## config.mk

```make
export PLATFORM = sky130hd
export DESIGN_NAME = rails_sequencer
export DESIGN_NICKNAME = d
export VERILOG_FILES = /design/src/rtl/rails_sequencer.sv
export SDC_FILE = /design/constraint.sdc
export NUM_CORES = 1
export LEC_CHECK = 0
export BUFFER_PORTS_ARGS = -buffer_cell sky130_fd_sc_hd__buf_2
export CORE_UTILIZATION = 55
export DETAILED_ROUTE_END_ITERATION = 10
export GPL_TIMING_DRIVEN = 0
export PLACE_DENSITY = 0.74
export SLEW_MARGIN = 40
export SYNTH_ARGS = -nofsm -noshare
export SYNTH_HDL_FRONTEND = slang
export SYNTH_SLANG_ARGS = --single-unit
```

## constraint.sdc

```tcl
create_clock -name clk -period 6.4 [get_ports clk]
set_clock_uncertainty 0.2 [all_clocks]
set_input_delay 0.32 -clock clk [delete_from_list [all_inputs] [get_ports clk]]
set_output_delay 0.32 -clock clk [all_outputs]
set_load 0.05 [all_outputs]
```

## src/rtl/rails_sequencer.sv

```systemverilog
// rtl/rails_sequencer.sv - ordered, timed enable of the SMU LP15V/LP30V/LP60V rails and rail OE.
// Optional heartbeat watchdog is compiled in with RAILS_SEQ_WATCHDOG_EN.
module rails_sequencer #(
  parameter int CNT_W = 24,
  parameter int DWELL = 1000000,
  parameter int WDOG  = 16000000
) (
  input  logic       clk,
  input  logic       rst_n,
  input  logic       req_on,
  input  logic       fault,
  input  logic       fault_clr,
  input  logic       kick,
  output logic       rails_lp15v,
  output logic       rails_lp30v,
  output logic       rails_lp60v,
  output logic       rails_oe_n,
  output logic [3:0] state,
  output logic [1:0] fault_cause,
  output logic       busy
);

  typedef enum logic [3:0] {
    S_OFF   = 4'd0,
    S_UP15  = 4'd1,
    S_UP30  = 4'd2,
    S_UP60  = 4'd3,
    S_ON    = 4'd4,
    S_DNOE  = 4'd5,
    S_DN60  = 4'd6,
    S_DN30  = 4'd7,
    S_FAULT = 4'd8
  } state_t;

  localparam logic [CNT_W-1:0] DWELL_LAST = CNT_W'(DWELL - 1);

  state_t           r_state;
  state_t           w_state_next;
  logic             r_fault_s1;
  logic             r_fault_s2;
  logic [CNT_W-1:0] r_dwell;
  logic             w_dwell_done;
  logic             w_wdog_exp;
  logic [2:0]       r_rails;
  logic             r_oe_n;
  logic             r_busy;
  logic [1:0]       r_cause;
  logic [2:0]       w_rails_next;
  logic             w_oe_n_next;
  logic             w_busy_next;
  logic [1:0]       w_cause_next;

  always_ff @(posedge clk or negedge rst_n) begin
    if (!rst_n) begin
      r_fault_s1 <= 1'b0;
      r_fault_s2 <= 1'b0;
    end else begin
      r_fault_s1 <= fault;
      r_fault_s2 <= r_fault_s1;
    end
  end

`ifdef RAILS_SEQ_WATCHDOG_EN
  localparam logic [CNT_W-1:0] WDOG_LAST = CNT_W'(WDOG - 1);

  logic [CNT_W-1:0] r_wdog;
  logic             w_wdog_idle;

  assign w_wdog_idle = (r_state == S_OFF) || (r_state == S_FAULT);

  always_ff @(posedge clk or negedge rst_n) begin
    if (!rst_n) begin
      r_wdog <= '0;
    end else if (kick || w_wdog_idle) begin
      r_wdog <= '0;
    end else begin
      r_wdog <= r_wdog + CNT_W'(1);
    end
  end

  // A kick in the expiry cycle rescues the rails.
  assign w_wdog_exp = !kick && !w_wdog_idle && (r_wdog == WDOG_LAST);
`else
  logic             w_unused_kick;
  logic [CNT_W-1:0] w_unused_wdog;

  assign w_unused_kick = kick;
  assign w_unused_wdog = CNT_W'(WDOG);
  assign w_wdog_exp    = 1'b0;
`endif

  assign w_dwell_done = (r_dwell == DWELL_LAST);

  always_comb begin
    w_state_next = r_state;
    if (r_fault_s2 || w_wdog_exp) begin
      w_state_next = S_FAULT;
    end else begin
      unique case (r_state)
        S_OFF:   if (req_on) w_state_next = S_UP15;
        S_UP15:  if (!req_on) w_state_next = S_DN30;
                 else if (w_dwell_done) w_state_next = S_UP30;
        S_UP30:  if (!req_on) w_state_next = S_DN60;
                 else if (w_dwell_done) w_state_next = S_UP60;
        // OE was never driven during power-up, so an abort skips DNOE.
        S_UP60:  if (!req_on) w_state_next = S_DN60;
                 else if (w_dwell_done) w_state_next = S_ON;
        S_ON:    if (!req_on) w_state_next = S_DNOE;
        S_DNOE:  if (w_dwell_done) w_state_next = S_DN60;
        S_DN60:  if (w_dwell_done) w_state_next = S_DN30;
        S_DN30:  if (w_dwell_done) w_state_next = S_OFF;
        S_FAULT: if (fault_clr && !req_on) w_state_next = S_OFF;
        default: w_state_next = S_FAULT;
      endcase
    end
  end

  always_comb begin
    w_rails_next = 3'b000;
    w_oe_n_next  = 1'b1;
    w_busy_next  = 1'b0;
    unique case (w_state_next)
      S_UP15:  begin w_rails_next = 3'b001; w_busy_next = 1'b1; end
      S_UP30:  begin w_rails_next = 3'b011; w_busy_next = 1'b1; end
      S_UP60:  begin w_rails_next = 3'b111; w_busy_next = 1'b1; end
      S_ON:    begin w_rails_next = 3'b111; w_oe_n_next = 1'b0; end
      S_DNOE:  begin w_rails_next = 3'b111; w_busy_next = 1'b1; end
      S_DN60:  begin w_rails_next = 3'b011; w_busy_next = 1'b1; end
      S_DN30:  begin w_rails_next = 3'b001; w_busy_next = 1'b1; end
      default: begin w_rails_next = 3'b000; end
    endcase
  end

  always_comb begin
    w_cause_next = r_cause | {w_wdog_exp, r_fault_s2};
    if ((r_state == S_FAULT) && (w_state_next == S_OFF)) begin
      w_cause_next = 2'b00;
    end
  end

  always_ff @(posedge clk or negedge rst_n) begin
    if (!rst_n) begin
      r_state <= S_OFF;
      r_rails <= 3'b000;
      r_oe_n  <= 1'b1;
      r_busy  <= 1'b0;
      r_cause <= 2'b00;
    end else begin
      r_state <= w_state_next;
      r_rails <= w_rails_next;
      r_oe_n  <= w_oe_n_next;
      r_busy  <= w_busy_next;
      r_cause <= w_cause_next;
    end
  end

  // Restarts on every state entry so each transient state lasts exactly DWELL cycles.
  always_ff @(posedge clk or negedge rst_n) begin
    if (!rst_n) begin
      r_dwell <= '0;
    end else if (w_state_next != r_state) begin
      r_dwell <= '0;
    end else if (r_busy) begin
      r_dwell <= r_dwell + CNT_W'(1);
    end
  end

  assign rails_lp15v = r_rails[0];
  assign rails_lp30v = r_rails[1];
  assign rails_lp60v = r_rails[2];
  assign rails_oe_n  = r_oe_n;
  assign state       = r_state;
  assign fault_cause = r_cause;
  assign busy        = r_busy;

endmodule

```

# After elaboration in Yosys (flattened, before gate mapping)
# Index checks and enable logic that the tools add are counted.
word_totals:
  regBits: 37
  inputBits: 6
  wordCells: 57
op_classes:
  addsub: 1
  eq_ne: 17
  n_mux: 20
  bitwise_logic: 1
  n_reduce_logical: 10
ops:
  columns: ["operator", "count"]
  rows:
  - ["$mux 4", 13]
  - ["$mux 24", 2]
  - ["$pmux 4 s9", 1]
  - ["$eq 4x3->1 const B", 8]
  - ["$add 24x1->24 const B", 1]
  - ["$eq 24x20->1 const B", 1]
  - ["$eq 4x2->1 const B", 4]
  - ["$pmux 3 s3", 1]
  - ["$eq 4x1->1 const B", 2]
  - ["$logic_not 4->1", 2]
  - ["$reduce_or 6->1", 1]
  - ["$eq 4x4->1 const B", 1]
  - ["$ne 4x4->1", 1]
  - ["$reduce_or 2->1", 2]
  - ["$reduce_or 3->1", 1]
  - ["$logic_and 1x1->1", 2]
  - ["$mux 1", 2]
  - ["$mux 2", 1]
  - ["$or 2x1->2", 1]
  - ["$reduce_bool 2->1", 1]
  - ["$logic_not 1->1", 1]

# Longest topological paths before layout
# Gate-level depths: netlist of run 1.
depth:
  ltp_word: 8
  mapped_depth: 9
  ltp_nobuf: 7

# Least setup slack after synthesis of run 1
# OpenSTA, ideal clock, no wires.
synth_timing:
  path_type: "register to register"
  from: "register r_dwell[6]"
  to: "register r_rails[1]"
  setup_time_ps: 119
  arrival_time_ps: 2280
  path_slack_ps: 3801
  path_stages_with_launch: 8
  path_cell_list: "dfrtp_1 > or4_1 > or4_1 > buf_2 > o31a_1 > a311oi_2 > nor2_1 > o21ba_1"
synth_via:
  elab_chain_cells: 8
  elab_cells_between_ends: 23
  cone_classes: "eq/ne (8); mux (12); reduce/logical (3)"
synth_lines:
  columns: ["element", "line", "rtl"]
  rows:
  - ["start, declared", "41", "logic [CNT_W-1:0] r_dwell;"]
  - ["start signal, assigned", "164", "r_dwell <= r_dwell + CNT_W'(1);"]
  - ["$eq 24x20->1 (*)", "92", "assign w_dwell_done = (r_dwell == DWELL_LAST);"]
  - ["$mux 4 (on tied branches)", "107, 102, 104", null]
  - ["$mux 4 (on tied branches)", "106, 101, 103", null]
  - ["$pmux 4 s9 (*)", "99", "unique case (r_state)"]
  - ["$mux 4 (*)", "96", "if (r_fault_s2 || w_wdog_exp) begin"]
  - ["$eq 4x3->1, or another cell as far along", "122", "unique case (w_state_next)"]
  - ["$reduce_or 3->1 (no line) or $reduce_or 2->1 (tied branches)", null, null]
  - ["$pmux 3 s3 (*)", "122", null]
  - ["via w_rails_next[1]", "48", "logic [2:0] w_rails_next;"]
  - ["end signal, assigned", "150", "r_rails <= w_rails_next;"]
  - ["end, declared", "44", "logic [2:0] r_rails;"]
# The timed path passes the listed nets; every way through them passes the cells marked *.
# A chain may end at the register's enable or synchronous reset.

# Worst setup path in the final report of run 1
layout_timing:
  from: "register r_dwell[6]"
  to: "register r_dwell[16]"
layout_via:
  elab_chain_cells: 7
  elab_cells_between_ends: 17
  cone_classes: "add/sub (1); eq/ne (2); mux (13); reduce/logical (1)"
layout_lines:
  columns: ["element", "line", "rtl"]
  rows:
  - ["$eq 24x20->1", "92", null]
  - ["$mux 4 (on tied branches)", "107, 102, 104", null]
  - ["$mux 4 (on tied branches)", "106, 101, 103", null]
  - ["$pmux 4 s9", "99", null]
  - ["$mux 4", "96", null]
  - ["$ne 4x4->1", "161", "end else if (w_state_next != r_state) begin"]
  - ["$mux 24 or $reduce_bool 2->1 (tied branches)", null, null]
# Parallel ways exist; a longest one is shown, timed or not. The select of a mux whose other input is x is not followed.

==> results of run 1 <==
[power by group through the flow]
stage               sequential (mW)  clock (mW)  combinational, mW
floorplan                     0.242           0             0.0198
global placement              0.237           0             0.0373
detailed placement            0.237           0             0.0385
CTS                           0.233       0.181             0.0396
global route                  0.233       0.190             0.0435
finish                        0.233       0.178             0.0393
[layer usage]
layer / vias up / share of wire [%] / track usage, %
li1: 778 / - / -
met1: 797 / 43 / 28.6
met2: 48 / 50 / 38.2
met3: 9 / 4.6 / 6.93
met4: 0 / 1.7 / 6.67
met5: - / 0 / 0
[final cells by class]
class                   instances  area (sq um)  share of cell area, %
multi-input cells             158           976                   44.5
flip-flops and latches         36           902                   41.1
repair buffers                 16          92.6                   4.22
clock buffers                   7          65.1                   2.96
well taps                      46          57.6                   2.62
plain buffers                  13          56.3                   2.57
clock inverters                 1          30.0                   1.37
inverters                       4          15.0                  0.684
[cells in the final DEF (no fill, tap or decap), types with 2 or more instances in the layout]
cell type	Yosys	routed
nor2_1	35	35
dfrtp_1	35	35
buf_2	3	16
xor2_1	15	15
nand3_1	13	13
nand2_1	13	13
clkbuf_1	9	9
xnor2_1	8	8
nand4_1	7	7
o21ai_0	6	6
nor3_1	5	5
and3_1	5	5
clkbuf_4	0	5
or2_2	4	4
inv_1	4	4
nor4b_1	3	3
a21oi_1	3	3
nor3b_1	3	3
and4_1	3	3
a21o_1	2	2
or4_1	2	2
nand2b_1	2	2
nor2b_1	2	2
o31a_1	2	2
nand3b_1	2	2
a31oi_1	2	2
buf_4	1	2
clkbuf_8	0	2
dlygate4sd3_1	0	2
[logic make-up (layout without fill, tap and decap cells)]
family,after synthesis,in the layout
simple gates,106,106
compound gates,26,26
fa+ha+maj,1,1
other cells,1,1
buf+inv,17,41
xor+xnor,23,23
flops,36,36
mux,1,1
[worst min-delay path by stage]
stage	depth (start not counted)	to	slack, ns
finish	3	state[3]	0.07
CTS	3	state[3]	0.07
global route	3	state[3]	0.08
global placement	0	r_fault_s2	0.13
floorplan	0	busy	-0.18
detailed placement	0	r_fault_s2	0.14
[through the flow]
stage | util (%) | hold slack [ns] | cell area, sq um
floorplan | - | -0.176 | 1950
global placement | 61.8 | 0.133 | 2080
detailed placement | 61.8 | 0.136 | 2080
CTS | 65.2 | 0.0711 | 2190
global route | 65.3 | 0.0829 | 2190
finish | 65.3 | 0.0723 | 2190
[worst register-to-register path: cells and delay by family (launching register included)]
family                 cells  cell delay, ns
AND/OR/NAND/NOR            4            1.26
AO/OA/AOI/OAI              2            0.45
flip-flops                 1            0.45
buffers and inverters      2            0.48
[flip-flops by register name (all words and copies together), names as in the netlist]
register     flops
busy             1
fault_cause      1
r_dwell         24
r_fault_s1       1
r_fault_s2       1
r_rails          3
rails_oe_n       1
state            4
==> impl_metrics.env, run 1 <==
export IMPL_rr_worst_depth=8
export IMPL_run_status="finished, final reports clean"
export IMPL_place_ws_ns=3.55
export IMPL_finalSetupViolCount=0
export IMPL_cts_root_buffer="clkbuf_4"
export IMPL_synth_compound_area_share_pct=9.82
export IMPL_grt_overflow=0
export IMPL_ys_flop_type="dfrtp_1"
export IMPL_maxCapViolCount=0
export IMPL_yosys_area_share_simple_pct=28.6
export IMPL_fill_cells=314
export IMPL_drive_gt1_share_pct=14.5
export IMPL_worstPathMaxFanout=10
export IMPL_synth_top_family_by_area="simple AND/OR/NAND/NOR gates"
export IMPL_drtIter0Drc=114
export IMPL_post_place_cells=271
export IMPL_drv_slew=0
export IMPL_startpoint="r_dwell[6]"
export IMPL_clock_fmax_mhz=340
export IMPL_totalWireLength_microns=4020
export IMPL_worst_slack_ns=3.45
export IMPL_tightest_slew_ns=0.527
export IMPL_reg2reg_slack_ns=3.45
export IMPL_synth_cells=211
export IMPL_cts_tree="built"
export IMPL_die_x_microns=61.5
export IMPL_via_count=1632
export IMPL_grt_pass1_vias=1370
export IMPL_final_cells=281
export IMPL_final_net_count=241
export IMPL_htree_levels=2
export IMPL_p_clk_share_pct=39.6
export IMPL_cp_required_ns=6.43
export IMPL_async_flop_share_pct=100
export IMPL_initial_core_util_pct=58.0
export IMPL_crit_path_end="r_dwell[16]"
export IMPL_dp_hpwl_microns=2820
export IMPL_firstDrtPassIters=4
export IMPL_critPathTopFamily="simple AND/OR/NAND/NOR gates"
export IMPL_numClockSinks=36
export IMPL_synth_area_sq_mm=0.00195
export IMPL_cp_num_cells=8
export IMPL_holdCritPathClass="in2reg"
export IMPL_r2r_end="r_dwell[16]"
export IMPL_clock_path_buffers=2
export IMPL_rsz0062_at_grt="false"
export IMPL_swShare_pct=23.2
export IMPL_min_period_over_period_pct=46.0
export IMPL_ys_types=48
export IMPL_antenna_found_initial=0
export IMPL_gp_routability_congestion=0.910
export IMPL_yosysTopAreaCell="dfrtp_1"
export IMPL_drt_wirelength_per_cell_microns=14.3
export IMPL_cts_post_setup_buffers_inserted=0
export IMPL_synth_seq_area_share_pct=46.3
export IMPL_r2r_start="r_dwell[6]"
export IMPL_drt_vias_per_instance=5.81
export IMPL_io_pins=17
export IMPL_leakage_nw=0.989
export IMPL_p_per_area_mw_per_mm2=205
export IMPL_p_switching_mw=0.105
export IMPL_syn2layout_area_growth_pct=12.6
export IMPL_die_y_microns=61.5
export IMPL_crit_slowest_cell="or4_1"
export IMPL_synth_xor_area_share_pct=10.3
export IMPL_ys_seq_elements=36
export IMPL_synth_top_area_share_pct=44.9
export IMPL_setup_tns_final_ns=0
export IMPL_grt_use_total_pct=22.8
export IMPL_synthTopCellsByCount="dfrtp_1 (35), nor2_1 (35), xor2_1 (15), nand2_1 (13), nand3_1 (13)"
export IMPL_end_kind="flop"
export IMPL_ant_nets=0
export IMPL_num_rows=21
export IMPL_diodes=0
export IMPL_ir_drop_mv=0.167
export IMPL_p_seq_share_pct=51.7
export IMPL_cts_resized=0
export IMPL_final_hold_violation_count=0
export IMPL_worstSetupStartpointType="flop"
export IMPL_synth_area_top_cells="dfrtp_1 (45%), nor2_1 (6.7%), xor2_1 (6.7%)"
export IMPL_numCtsBuffers=5
export IMPL_p_int_mw=0.346
export IMPL_grt_max_degree=37
export IMPL_path_cells="or4_1 -> or4_1 -> buf_2 -> nor2_2 -> a21oi_1 -> o211ai_2 -> buf_2 -> nor2_1"
export IMPL_hold_buffers=2
export IMPL_die_area_sq_mm=0.00379
export IMPL_arrival_ns=2.97
export IMPL_p_total_mw=0.450
export IMPL_port_buffers=14
export IMPL_synth_fa_ha_area_share_pct=0.642
export IMPL_grt_first_pass_wirelength_microns=6210
export IMPL_yosys_mux_area_fraction_pct=0.513
export IMPL_coreArea_sq_mm=0.00336
export IMPL_fin_crit_ns=2.95
export IMPL_clkLatencyLatePin_ns=0.34
export IMPL_clk_pin_slew_ns=0.11
export IMPL_drc=0
export IMPL_max_stage_delay_ns=0.55
export IMPL_combPwrFrac_pct=8.7
export IMPL_synth_edf_count=0
export IMPL_hp_start="fault_clr"
export IMPL_path_class="reg2reg"
export IMPL_syn_num_nets=218
export IMPL_ys_warnings_count=0
export IMPL_cp_buffers_inverters=2
export IMPL_slew_headroom_pct=64.8
export IMPL_synth_area_per_cell_sq_um=9.24
Note: power is estimated with default switching activity, not from simulation.
==> inputs of run 2 (changes only) <==
CORE_UTILIZATION = 53   (was 55)
PLACE_DENSITY = 0.75   (was 0.74)
clock period = 2.5 ns   (was 6.4 ns; I/O delays follow)
==> run 2 against run 1 <==
  * The run now ends with setup timing left
  * Count of clock-buffer cells in the layout decreased by 1
  * Setup slack got worse by 3.6 ns
  * Cell area increased by 11%
  * Register-to-register slack got worse by 3.6 ns
  * Routed wire length increased by 7.9%
  * Largest cell class unchanged
  * Largest power group unchanged
  * Highest routed layer unchanged
==> impl_metrics.env, run 2 (same netlist as run 1, synthesis figures left out) <==
export IMPL_rsz0062_at_grt="true"
export IMPL_final_hold_violation_count=0
export IMPL_combPwrFrac_pct=12.1
export IMPL_post_route_util_pct=70.7
export IMPL_slew_headroom_pct=65.2
export IMPL_num_rows=21
export IMPL_port_buffers=14
export IMPL_via_count=1674
export IMPL_finalSetupViolCount=27
export IMPL_path_class="reg2reg"
export IMPL_htree_levels=2
export IMPL_antenna_found_initial=0
export IMPL_fin_crit_ns=2.65
export IMPL_p_int_mw=0.842
export IMPL_p_switching_mw=0.303
export IMPL_ant_nets=0
export IMPL_cp_required_ns=2.53
export IMPL_max_stage_delay_ns=0.54
export IMPL_path_cells="or4_4 -> or4_4 -> o31a_1 -> a311oi_4 -> o21a_1 -> o21ba_1"
export IMPL_final_cells=298
export IMPL_gp_routability_congestion=0.858
export IMPL_clock_fmax_mhz=377
export IMPL_p_seq_share_pct=52.0
export IMPL_setup_tns_final_ns=-3.37
export IMPL_totalWireLength_microns=4340
export IMPL_ir_drop_mv=0.426
export IMPL_clkLatencyLatePin_ns=0.29
export IMPL_arrival_ns=2.69
export IMPL_post_place_cells=271
export IMPL_coreArea_sq_mm=0.00344
export IMPL_crit_slowest_cell="or4_4"
export IMPL_numCtsBuffers=5
export IMPL_startpoint="r_dwell[6]"
export IMPL_p_clk_share_pct=35.9
export IMPL_regMostFlops="r_dwell"
export IMPL_io_pins=17
export IMPL_drive_gt1_share_pct=23.8
export IMPL_worst_slack_ns=-0.154
export IMPL_clock_path_buffers=2
export IMPL_maxCapViolCount=0
export IMPL_min_period_over_period_pct=106
export IMPL_grt_overflow=0
export IMPL_worstPathMaxFanout=7
export IMPL_run_status="finished, violations left"
export IMPL_grt_pass1_vias=1483
export IMPL_syn2layout_area_growth_pct=24.9
export IMPL_drv_slew=0
export IMPL_cpMostUsedCell="or4_4"
export IMPL_r2r_start="r_dwell[6]"
export IMPL_worstSetupStartpointType="flop"
export IMPL_holdCritPathClass="in2async"
export IMPL_violations="setup timing"
export IMPL_cts_tree="built"
export IMPL_numClockSinks=36
export IMPL_cp_buffers_inverters=0
export IMPL_diodes=0
export IMPL_drc=0
export IMPL_cts_root_buffer="clkbuf_8"
export IMPL_die_y_microns=62.6
export IMPL_drt_vias_per_instance=5.62
export IMPL_clk_pin_slew_ns=0.08
export IMPL_tightest_slew_ns=0.520
export IMPL_p_per_area_mw_per_mm2=470
export IMPL_layout_common_cells="dfrtp_1 (35), nor2_1 (33), xor2_1 (15)"
export IMPL_leakage_nw=1.09
export IMPL_final_net_count=258
export IMPL_critPathTopFamily="simple AND/OR/NAND/NOR gates"
export IMPL_grt_max_degree=37
export IMPL_drt_wirelength_per_cell_microns=14.6
export IMPL_grt_use_total_pct=22.7
export IMPL_end_kind="flop"
export IMPL_initial_core_util_pct=56.6
export IMPL_firstDrtPassIters=4
export IMPL_grt_first_pass_wirelength_microns=6960
export IMPL_swShare_pct=26.5
export IMPL_dp_hpwl_microns=2700
export IMPL_largest_register_ffs=24
export IMPL_drtIter0Drc=159
export IMPL_die_area_sq_mm=0.00392
export IMPL_mostFrequentLayoutCell="dfrtp_1"
export IMPL_die_x_microns=62.6
-- run 2: what timing repair did --
action | 4_1_cts | 5_1_grt
endpoints found under the setup margin | 29 | 30
hold buffers | 3 | 0
gates resized for setup | 7 | 22
endpoints found under the hold margin | 38 | 0
pin swaps | 8 | 7
gates cloned | 0 | 1
buffers inserted | 10 | 7
-- run 2: routing by layer --
layer	global-route usage [%]	up-vias	share of wire, %
met5	0	-	0
met4	6.98	0	1.2
met3	4.38	7	3.4
met2	35.3	42	48
met1	32.0	813	47
li1	-	812	-
-- run 2: path summary, 6_finish.rpt --
path                              end  slack (ns)  depth (start not counted)
min reg2reg                r_fault_s2        0.15                          0
max reg2reg                r_rails[1]       -0.15                          6
max in group asynchronous  rails_oe_n        1.64                          2
min                        r_rails[0]        0.12                          2
max                        r_rails[1]       -0.15                          6
min in group clk             state[3]        0.14                          4
-- run 2: area by class of cell --
cell class                      count  area (sq um)
Buffer                             12          67.6
Clock buffer                        6          72.6
Clock inverter                      2          16.3
Fill cell                         255          1010
Inverter                            4          15.0
Multi-Input combinational cell    158          1050
Sequential cell                    36           902
Tap cell                           46          57.6
Timing Repair Buffer               34           253
-- run 2: power by group through the flow --
stage          Clock, mW  Combinational (mW)  Sequential (mW)
6_report           0.411               0.139            0.596
5_1_grt            0.443               0.151            0.596
4_1_cts            0.421               0.118            0.596
3_5_place_dp           0               0.104            0.607
3_3_place_gp           0               0.104            0.607
2_1_floorplan          0              0.0567            0.621
-- run 2: metrics by stage --
stage / hold WS [ns] / area, sq um / power (mW) / setup WS, ns
2_1_floorplan: -0.371 / 1960 / 0.677 / -0.0479
5_1_grt: 0.161 / 2430 / 1.19 / -0.219
6_report: 0.121 / 2430 / 1.15 / -0.154
3_5_place_dp: 0.0352 / 2090 / 0.711 / -0.269
4_1_cts: 0.102 / 2310 / 1.13 / -0.154
3_3_place_gp: 0.0344 / 2090 / 0.710 / -0.248
-- run 2: worst reg2reg max path: stages, from the launching register on --
cell and delay, ns:
dfrtp_1 0.39, or4_4 0.54, or4_4 0.50, o31a_1 0.39, a311oi_4 0.28, o21a_1 0.18
o21ba_1 0.13
